<file path="src/rtl/decoder_pkg.sv">
// Shared mode encodings for the N-to-M decoder family.
// No logic; constants only.
// Imported by the combinational core and the registered top.
package decoder_pkg;

  localparam logic [1:0] MODE_ONE_HOT  = 2'b00;
  localparam logic [1:0] MODE_ONE_COLD = 2'b01;
  localparam logic [1:0] MODE_THERMO   = 2'b10;
  localparam logic [1:0] MODE_RSVD     = 2'b11;

endpackage

</file>
<file path="src/rtl/decoder_n_m_comb.sv">
// Purpose: binary code to OUT_COUNT-line vector (one-hot / one-cold / thermometer) plus invalid flag.
// Latency: purely combinational, zero cycles.
// Backpressure: none; the enclosing register stage owns the handshake.
module decoder_n_m_comb
  import decoder_pkg::*;
#(
  parameter int IN_WIDTH  = 3,
  parameter int OUT_COUNT = 8
) (
  input  logic [IN_WIDTH-1:0]  i_code,
  input  logic [1:0]           i_mode,
  output logic [OUT_COUNT-1:0] o_vector,
  output logic                 o_invalid
);

  if (IN_WIDTH < 1 || IN_WIDTH > 8) begin : g_bad_in_width
    $error("decoder_n_m_comb: IN_WIDTH must be 1..8");
  end
  if (OUT_COUNT < 2 || OUT_COUNT > (1 << IN_WIDTH)) begin : g_bad_out_count
    $error("decoder_n_m_comb: OUT_COUNT must be 2..2**IN_WIDTH");
  end

  // One extra bit so OUT_COUNT == 2**IN_WIDTH is representable and never flags.
  localparam logic [IN_WIDTH:0] LP_COUNT = (IN_WIDTH+1)'(OUT_COUNT);

  logic [IN_WIDTH:0]  w_code;
  logic               w_range_err;
  logic [OUT_COUNT-1:0] w_hot;
  logic [OUT_COUNT-1:0] w_thermo;

  assign w_code      = {1'b0, i_code};
  assign w_range_err = (w_code >= LP_COUNT);
  assign o_invalid   = w_range_err | (i_mode == MODE_RSVD);

  // Compare every line index with the code to form one-hot and thermometer patterns
  always_comb begin
    w_hot    = '0;
    w_thermo = '0;
    for (int i = 0; i < OUT_COUNT; i++) begin
      w_hot[i]    = ((IN_WIDTH+1)'(i) == w_code);
      w_thermo[i] = ((IN_WIDTH+1)'(i) <= w_code);
    end
  end

  // Select the pattern for the mode; invalid inputs give the mode's idle level
  always_comb begin
    o_vector = '0;
    if (o_invalid) begin
      o_vector = (i_mode == MODE_ONE_COLD) ? {OUT_COUNT{1'b1}} : {OUT_COUNT{1'b0}};
    end else begin
      case (i_mode)
        MODE_ONE_HOT:  o_vector = w_hot;
        MODE_ONE_COLD: o_vector = ~w_hot;
        MODE_THERMO:   o_vector = w_thermo;
        default:       o_vector = '0;
      endcase
    end
  end

endmodule

</file>
<file path="src/rtl/decoder_n_m_pipelined.sv">
// Purpose: registered decoder with valid/ready on both sides and a saturating invalid-transaction counter.
// Latency: exactly 1 cycle from accept to Valid_Out; full throughput of 1 per cycle.
// Backpressure: Ready_Out = Enable_In & (~Valid_Out | Ready_In); a stalled output holds stable.
module decoder_n_m_pipelined
  import decoder_pkg::*;
#(
  parameter int IN_WIDTH  = 3,
  parameter int OUT_COUNT = 8,
  parameter int CNT_WIDTH = 8
) (
  input  logic                 Clock_In,
  input  logic                 Reset_In,
  input  logic                 Enable_In,
  input  logic                 Valid_In,
  output logic                 Ready_Out,
  input  logic [IN_WIDTH-1:0]  Encoded_Value_In,
  input  logic [1:0]           Mode_In,
  output logic                 Valid_Out,
  input  logic                 Ready_In,
  output logic [OUT_COUNT-1:0] Decoded_Value_Out,
  output logic                 Range_Error_Out,
  output logic [CNT_WIDTH-1:0] Error_Count_Out
);

  if (CNT_WIDTH < 1) begin : g_bad_cnt_width
    $error("decoder_n_m_pipelined: CNT_WIDTH must be at least 1");
  end

  logic                 r_valid;
  logic [OUT_COUNT-1:0] r_vector;
  logic                 r_range_err;
  logic [CNT_WIDTH-1:0] r_err_cnt;

  logic [OUT_COUNT-1:0] w_vector;
  logic                 w_invalid;
  logic                 w_ready;
  logic                 w_accept;

  decoder_n_m_comb #(
    .IN_WIDTH  (IN_WIDTH),
    .OUT_COUNT (OUT_COUNT)
  ) u_comb (
    .i_code    (Encoded_Value_In),
    .i_mode    (Mode_In),
    .o_vector  (w_vector),
    .o_invalid (w_invalid)
  );

  assign w_ready  = Enable_In & (~r_valid | Ready_In);
  assign w_accept = Valid_In & w_ready;

  // Output stage: load on accept, clear valid on consume, otherwise hold; reset drops pending data
  always_ff @(posedge Clock_In) begin
    if (Reset_In) begin
      r_valid     <= 1'b0;
      r_vector    <= '0;
      r_range_err <= 1'b0;
    end else if (w_accept) begin
      r_valid     <= 1'b1;
      r_vector    <= w_vector;
      r_range_err <= w_invalid;
    end else if (Ready_In) begin
      r_valid     <= 1'b0;
    end
  end

  // Count accepted invalid transactions, sticking at all-ones
  always_ff @(posedge Clock_In) begin
    if (Reset_In) begin
      r_err_cnt <= '0;
    end else if (w_accept && w_invalid && (r_err_cnt != {CNT_WIDTH{1'b1}})) begin
      r_err_cnt <= r_err_cnt + CNT_WIDTH'(1);
    end
  end

  assign Ready_Out         = w_ready;
  assign Valid_Out         = r_valid;
  assign Decoded_Value_Out = r_vector;
  assign Range_Error_Out   = r_range_err;
  assign Error_Count_Out   = r_err_cnt;

endmodule

</file>
<file path="config.mk">
export PLATFORM = sky130hd
export DESIGN_NAME = decoder_n_m_pipelined
export DESIGN_NICKNAME = d
export VERILOG_FILES = /design/src/rtl/decoder_pkg.sv /design/src/rtl/decoder_n_m_comb.sv /design/src/rtl/decoder_n_m_pipelined.sv
export SDC_FILE = /design/constraint.sdc
export NUM_CORES = 1
export LEC_CHECK = 0
export ABC_AREA = 1
export CORE_MARGIN = 2
export CORE_UTILIZATION = 51
export CTS_CLUSTER_DIAMETER = 120
export DETAILED_ROUTE_END_ITERATION = 10
export GPL_ROUTABILITY_DRIVEN = 0
export PLACE_DENSITY_LB_ADDON = 0.12
export REMOVE_ABC_BUFFERS = 1
export SYNTH_ARGS = -nofsm -noshare
export SYNTH_HDL_FRONTEND = slang
export SYNTH_SLANG_ARGS = --single-unit
</file>
<file path="constraint.sdc">
create_clock -name Clock_In -period 2.7 [get_ports Clock_In]
set_input_delay 0.81 -clock Clock_In [delete_from_list [all_inputs] [get_ports Clock_In]]
set_output_delay 0.81 -clock Clock_In [all_outputs]
set_load 0.01 [all_outputs]
</file>
Yosys cells after proc, flatten, opt, wreduce, memory -nomap -nowiden

Cells that the tools add are included.

Logic and storage cells: 41
Register bits: 18
Output and inout bits: 19
Memories: 0
RAM bits: 0
ROM bits: 0
Latch bits: 0
Input port bits: 10

Eq/ne operators: 11
Multipliers: 0
Shift operators: 0
Reduce and logical (&&, ||, !) cells: 5
Mux-type cells: 5
Order comparisons: 9
Bitwise operators: 6
Divide/modulo/power cells: 0
Add/subtract/negate cells: 1

Operators with widths:

| kind                                                                  | number |
|---|---|
| 8-bit one-hot mux with 3 select lines                                 | 1 |
| 8-bit two-way mux                                                     | 2 |
| 3-bit == test, first input constant                                   | 4 |
| 3-bit <= comparator, first input constant                             | 4 |
| 8-bit by 1-bit adder with 8-bit output, second input constant         | 1 |
| 8-bit inequality test, second input constant                          | 1 |
| 8-bit NOT                                                             | 1 |
| 2-bit by 3-bit == test with 1-bit output, first input constant        | 2 |
| 1-bit by 3-bit <= comparator with 1-bit output, first input constant  | 2 |
| 2-bit by 3-bit <= comparator with 1-bit output, first input constant  | 2 |
| 2-bit == test, second input constant                                  | 2 |
| 3-bit by 4-bit >= comparator with 1-bit output, second input constant | 1 |
| 4-bit logical NOT                                                     | 1 |
| 1-bit by 3-bit == test with 1-bit output, first input constant        | 1 |
| 1-bit bitwise AND                                                     | 2 |
| 2-bit by 1-bit == test with 1-bit output, second input constant       | 1 |
| 1-bit logical AND                                                     | 2 |
| 2-bit logical NOT                                                     | 1 |
| 1-bit two-way mux                                                     | 2 |
| 1-bit OR                                                              | 2 |
| 2-bit nonzero test                                                    | 1 |
| 1-bit NOT                                                             | 1 |

Longest topological paths before layout

Word-level depth: 6
Mapped depth: 8
Gate-level depth less buffers: 8

By module

From an unflattened synthesis, not the netlist that was laid out.

Cells, all modules: 188
Area, all modules: 1218.7 sq um

By module, submodules not included:

| module                | seq. area each (sq um) | area each (sq um) | times used | cells an instance |
|---|---|---|---|---|
| decoder_n_m_pipelined | 360.3                  | 940.9             | 1          | 132 |
| decoder_n_m_comb      | 0.0                    | 277.8             | 1          | 56 |

Worst setup path before layout

Ideal clock, no wire load.

Path type: input-to-output
Start: input port Ready_In
End: output port Ready_Out
Stages: 4
Required time: 1.890 ns
Arrival: 1.131 ns
Setup slack: 0.759 ns
Path buffers: 0
Path through: inv_1 > nand2_1 > inv_1 > nor2_1

Word-level cells in the longest chain between the ends: 2

Ends and longest elaborated chain:

| what              | RTL line                    | source |
|---|---|---|
| start, declared   | decoder_n_m_pipelined.sv:19 | `input logic Ready_In,` |
| 1-bit OR          | decoder_n_m_pipelined.sv:49 | `assign w_ready = Enable_In & (~r_valid \| Ready_In);` |
| 1-bit bitwise AND | decoder_n_m_pipelined.sv:49 |  |
| end, declared     | decoder_n_m_pipelined.sv:15 | `output logic Ready_Out,` |

Every way passes these cells.

Worst setup path in the final report

Ends and elaborated chain as after synthesis.

==> key figures <==
Critical path
  – Worst r2r path cells: 7
  – Max FO, Critical Path: 2
  – CP arrival: about 1800 ps
  – CP endpoint kind: output pin
  – CP required: 1890 ps
  – Worst reg2reg path endpoint: Error_Count_Out[1]$_SDFFE_PP0P_
  – Worst setup SP type: input port
  – Critical path class: in2out
  – Reg2reg setup slack: between 1000 and 1500 ps
  – Worst R2R Start: Error_Count_Out[0]$_SDFFE_PP0P_

Route
  – TritonRoute pass-1 iters: 5
  – Via count: 1,210
  – First DRT Iteration DRCs: 49
  – Final antenna-violating net count: 0
  – Final wirelength: 2720 um
  – Drt wl/cell: 11.8 um
  – Drt drc: 0
  – Routed vias/inst: 5.24

Min path
  – Min-Delay Path Class: reg2reg
  – Hold EP: Decoded_Value_Out[2]$_SDFFE_PP0P_
  – Min-Delay Startpoint: Decoded_Value_Out[2]$_SDFFE_PP0P_
  – WHS Path Cells: 2

Power and ir drop
  – Switching portion of total power: 0.271
  – Switching power: ~0.15 mW
  – Pwr Total: 0.557 mW
  – Static Leak: 0.615 nW
  – Comb pwr share: 0.187
  – Clock group share of total power: 0.309
  – Reg power frac: 0.504
  – Internal power: 0.406 mW
  – Peak VDD IR: roughly 0.00037 V
  – Power per cell area: between 300 and 400 nW/um^2

STA
  – PnR worst setup slack: 118 ps
  – Worst hold slack: 468 ps
  – Slew @ Worst Pin: 311 ps
  – Max_slew headroom: 0.793
  – Max Clock Freq: 0.387 GHz
  – Slew Limit Fails: 0
  – Sum Neg Setup Slack: 0 ps
  – Period utilization: 0.956
  – Final setup violation count: 0
  – Worst Skew: 7.34 ps
  – Fin crit period: 2580 ps
  – Final hold vios: 0
  – RSZ-0062 raised after global routing: no

Global routing
  – Global-route wire length before repair: 4820 um
  – Initial antenna violation count: 0
  – Pin count of the biggest net entering global routing: 13
  – Vias in the first global route: 1,132
  – Gr usage total: 0.244
  – Grt total ovfl: 0

CTS
  – Clk sinks: 18
  – CTS H-tree depth: 1
  – Clock slew at reported path FFs: 100 ps
  – Maximum clock path buffer count: 2
  – CTS Buf Count: 3
  – CTS tree: built
  – Worst-Skew Late Latency: 300 ps
  – Root Buffer: clkbuf_4
  – Hold Buf Count CTS: 0
  – Quantity of gates resized following cts: 1
  – Setup Buffers After CTS: 0

Synthesis
  – #FFs+latches synth: 18
  – Fraction of the yosys area taken by sequential cells: 0.330
  – Synth unique cells: 24
  – Cell Area, Synth: roughly 1100 sq um
  – Syn avg cell area: approximately 6.3 sq um
  – Cell count after synthesis: 172
  – Yosys warns: 0

Final layout
  – Final net count: 216
  – Share of cells above drive strength 1: 0.0980
  – Fillers: between 150 and 200
  – Layout area overhead: 32.6%
  – Final Cell Area: between 1000 and 1500 sq um
  – Antenna Cells: 0

Placed design
  – I/O Buffers: 28
  – Post-DP Area: ~1400 sq um
  – DP HPWL: 1990 um
  – Worst slack, placed: -170 ps

Status
  – Status: finished clean

Floorplanning
  – Core area: 1980 sq um
  – Die Y-Extent: 50.3 um
  – Die width: ~50 um
  – Die Area: approximately 2500 sq um
  – Row count: 16
  – Initial Util: 0.551
  – Boundary pin count: 29

Job
  – Max Cap Violations: 0
==> layout make-up <==
| type | count | area (sq um) | share of cell area |
|---|---|---|---|
| flip-flops and latches | 18 | 360 | 0.249 |
| clock buffers | 4 | 36.3 | 0.0251 |
| inverters | 22 | 83.8 | 0.0580 |
| repair buffers | 32 | 309 | 0.214 |
| multi-input cells | 128 | 623 | 0.431 |
| well taps | 27 | 33.8 | 0.0234 |
==> synthesized netlist by cell type <==
master    instances  area, sq um
nand2_2           1         6.26
nor3_1            1         5.00
inv_2             1         3.75
o21a_1            1         7.51
nand3_1          18         90.1
buf_4             2         15.0
clkbuf_1          1         3.75
nand4_1           1         6.26
buf_2             1         5.00
nand2_4           1         11.3
nor2_1           14         52.6
nand2_1          51          191
inv_1            20         75.1
nand3_4           1         17.5
o21ai_0          13         65.1
a21oi_1          15         75.1
nand3_2           2         20.0
clkinv_2          1         5.00
nor2_2            2         12.5
ha_1              1         12.5
a21oi_2           3         26.3
xor2_1            1         8.76
dfxtp_1          18          360
nand3b_1          2         15.0
==> flip-flops by register name (all words and copies together) (netlist names) <==
| name | count |
|---|---|
| Error_Count_Out | 8 |
| Decoded_Value_Out | 8 |
| Range_Error_Out | 1 |
| Valid_Out | 1 |
==> worst max-delay path by stage <==
| stage | startpoint | to | slack [ps] | cells past startpoint |
|---|---|---|---|---|
| 2_1_floorplan | Ready_In | Ready_Out | 760 | 4 |
| 3_3_place_gp | Ready_In | Ready_Out | -120 | 6 |
| 3_5_place_dp | Ready_In | Ready_Out | -170 | 6 |
| 4_1_cts | Ready_In | Ready_Out | 100 | 6 |
| 5_1_grt | Ready_In | Ready_Out | 50 | 6 |
| 6_report | Ready_In | Ready_Out | 120 | 6 |
==> power by group through the flow <==
stage	clock (mW)	sequential, mW	combinational [mW]
global placement	0	0.286	0.101
floorplan	0	0.291	0.0423
global route	0.179	0.282	0.115
finish	0.172	0.281	0.104
detailed placement	0	0.287	0.103
CTS	0.172	0.281	0.103
==> per-stage QoR <==
step           cells   util
2_1_floorplan    168      -
5_1_grt          231  0.730
3_5_place_dp     227  0.712
6_report         231  0.730
4_1_cts          231  0.730
3_3_place_gp     227  0.712
==> placed cells by master (no fill, tap or decap), types with 2 or more instances in the layout <==
| cell type | Yosys | final |
|---|---|---|
| nand2_1 | 51 | 51 |
| clkdlybuf4s50_1 | 0 | 27 |
| inv_1 | 20 | 20 |
| dfxtp_1 | 18 | 18 |
| nand3_1 | 18 | 18 |
| a21oi_1 | 15 | 15 |
| nor2_1 | 14 | 14 |
| o21ai_0 | 13 | 13 |
| buf_4 | 2 | 4 |
| a21oi_2 | 3 | 3 |
| clkbuf_4 | 0 | 3 |
| nand3_2 | 2 | 2 |
| nor2_2 | 2 | 2 |
| nand3b_1 | 2 | 2 |
==> worst max-delay path: stages <==
cell and delay, ps:
clkdlybuf4s50_1 460, inv_1 40, nand2_1 70, inv_1 60
nor2_1 70, dlygate4sd2_1 260
==> kinds of logic (layout without fill, tap and decap cells) <==
family                     Yosys count  after routing  synth area share
and+or+nand+nor                     94             94             0.392
AOI/OAI and AO/OA                   32             32             0.159
xor gates and xnor gates             1              1           0.00803
buffers and inverters               26             58            0.0986
DFF                                 18             18             0.330
adders and majority gates            1              1            0.0115
==> metal layers <==
| layer | GRT usage | vias up | wire [um] |
|---|---|---|---|
| li1 | - | 619 | - |
| met1 | 0.316 | 530 | 1200 |
| met2 | 0.439 | 59 | 1320 |
| met3 | 0.0357 | 2 | 183 |
| met4 | 0.0278 | 0 | 16 |
| met5 | 0 | - | 0 |
Power figures use the tool's default switching activity.
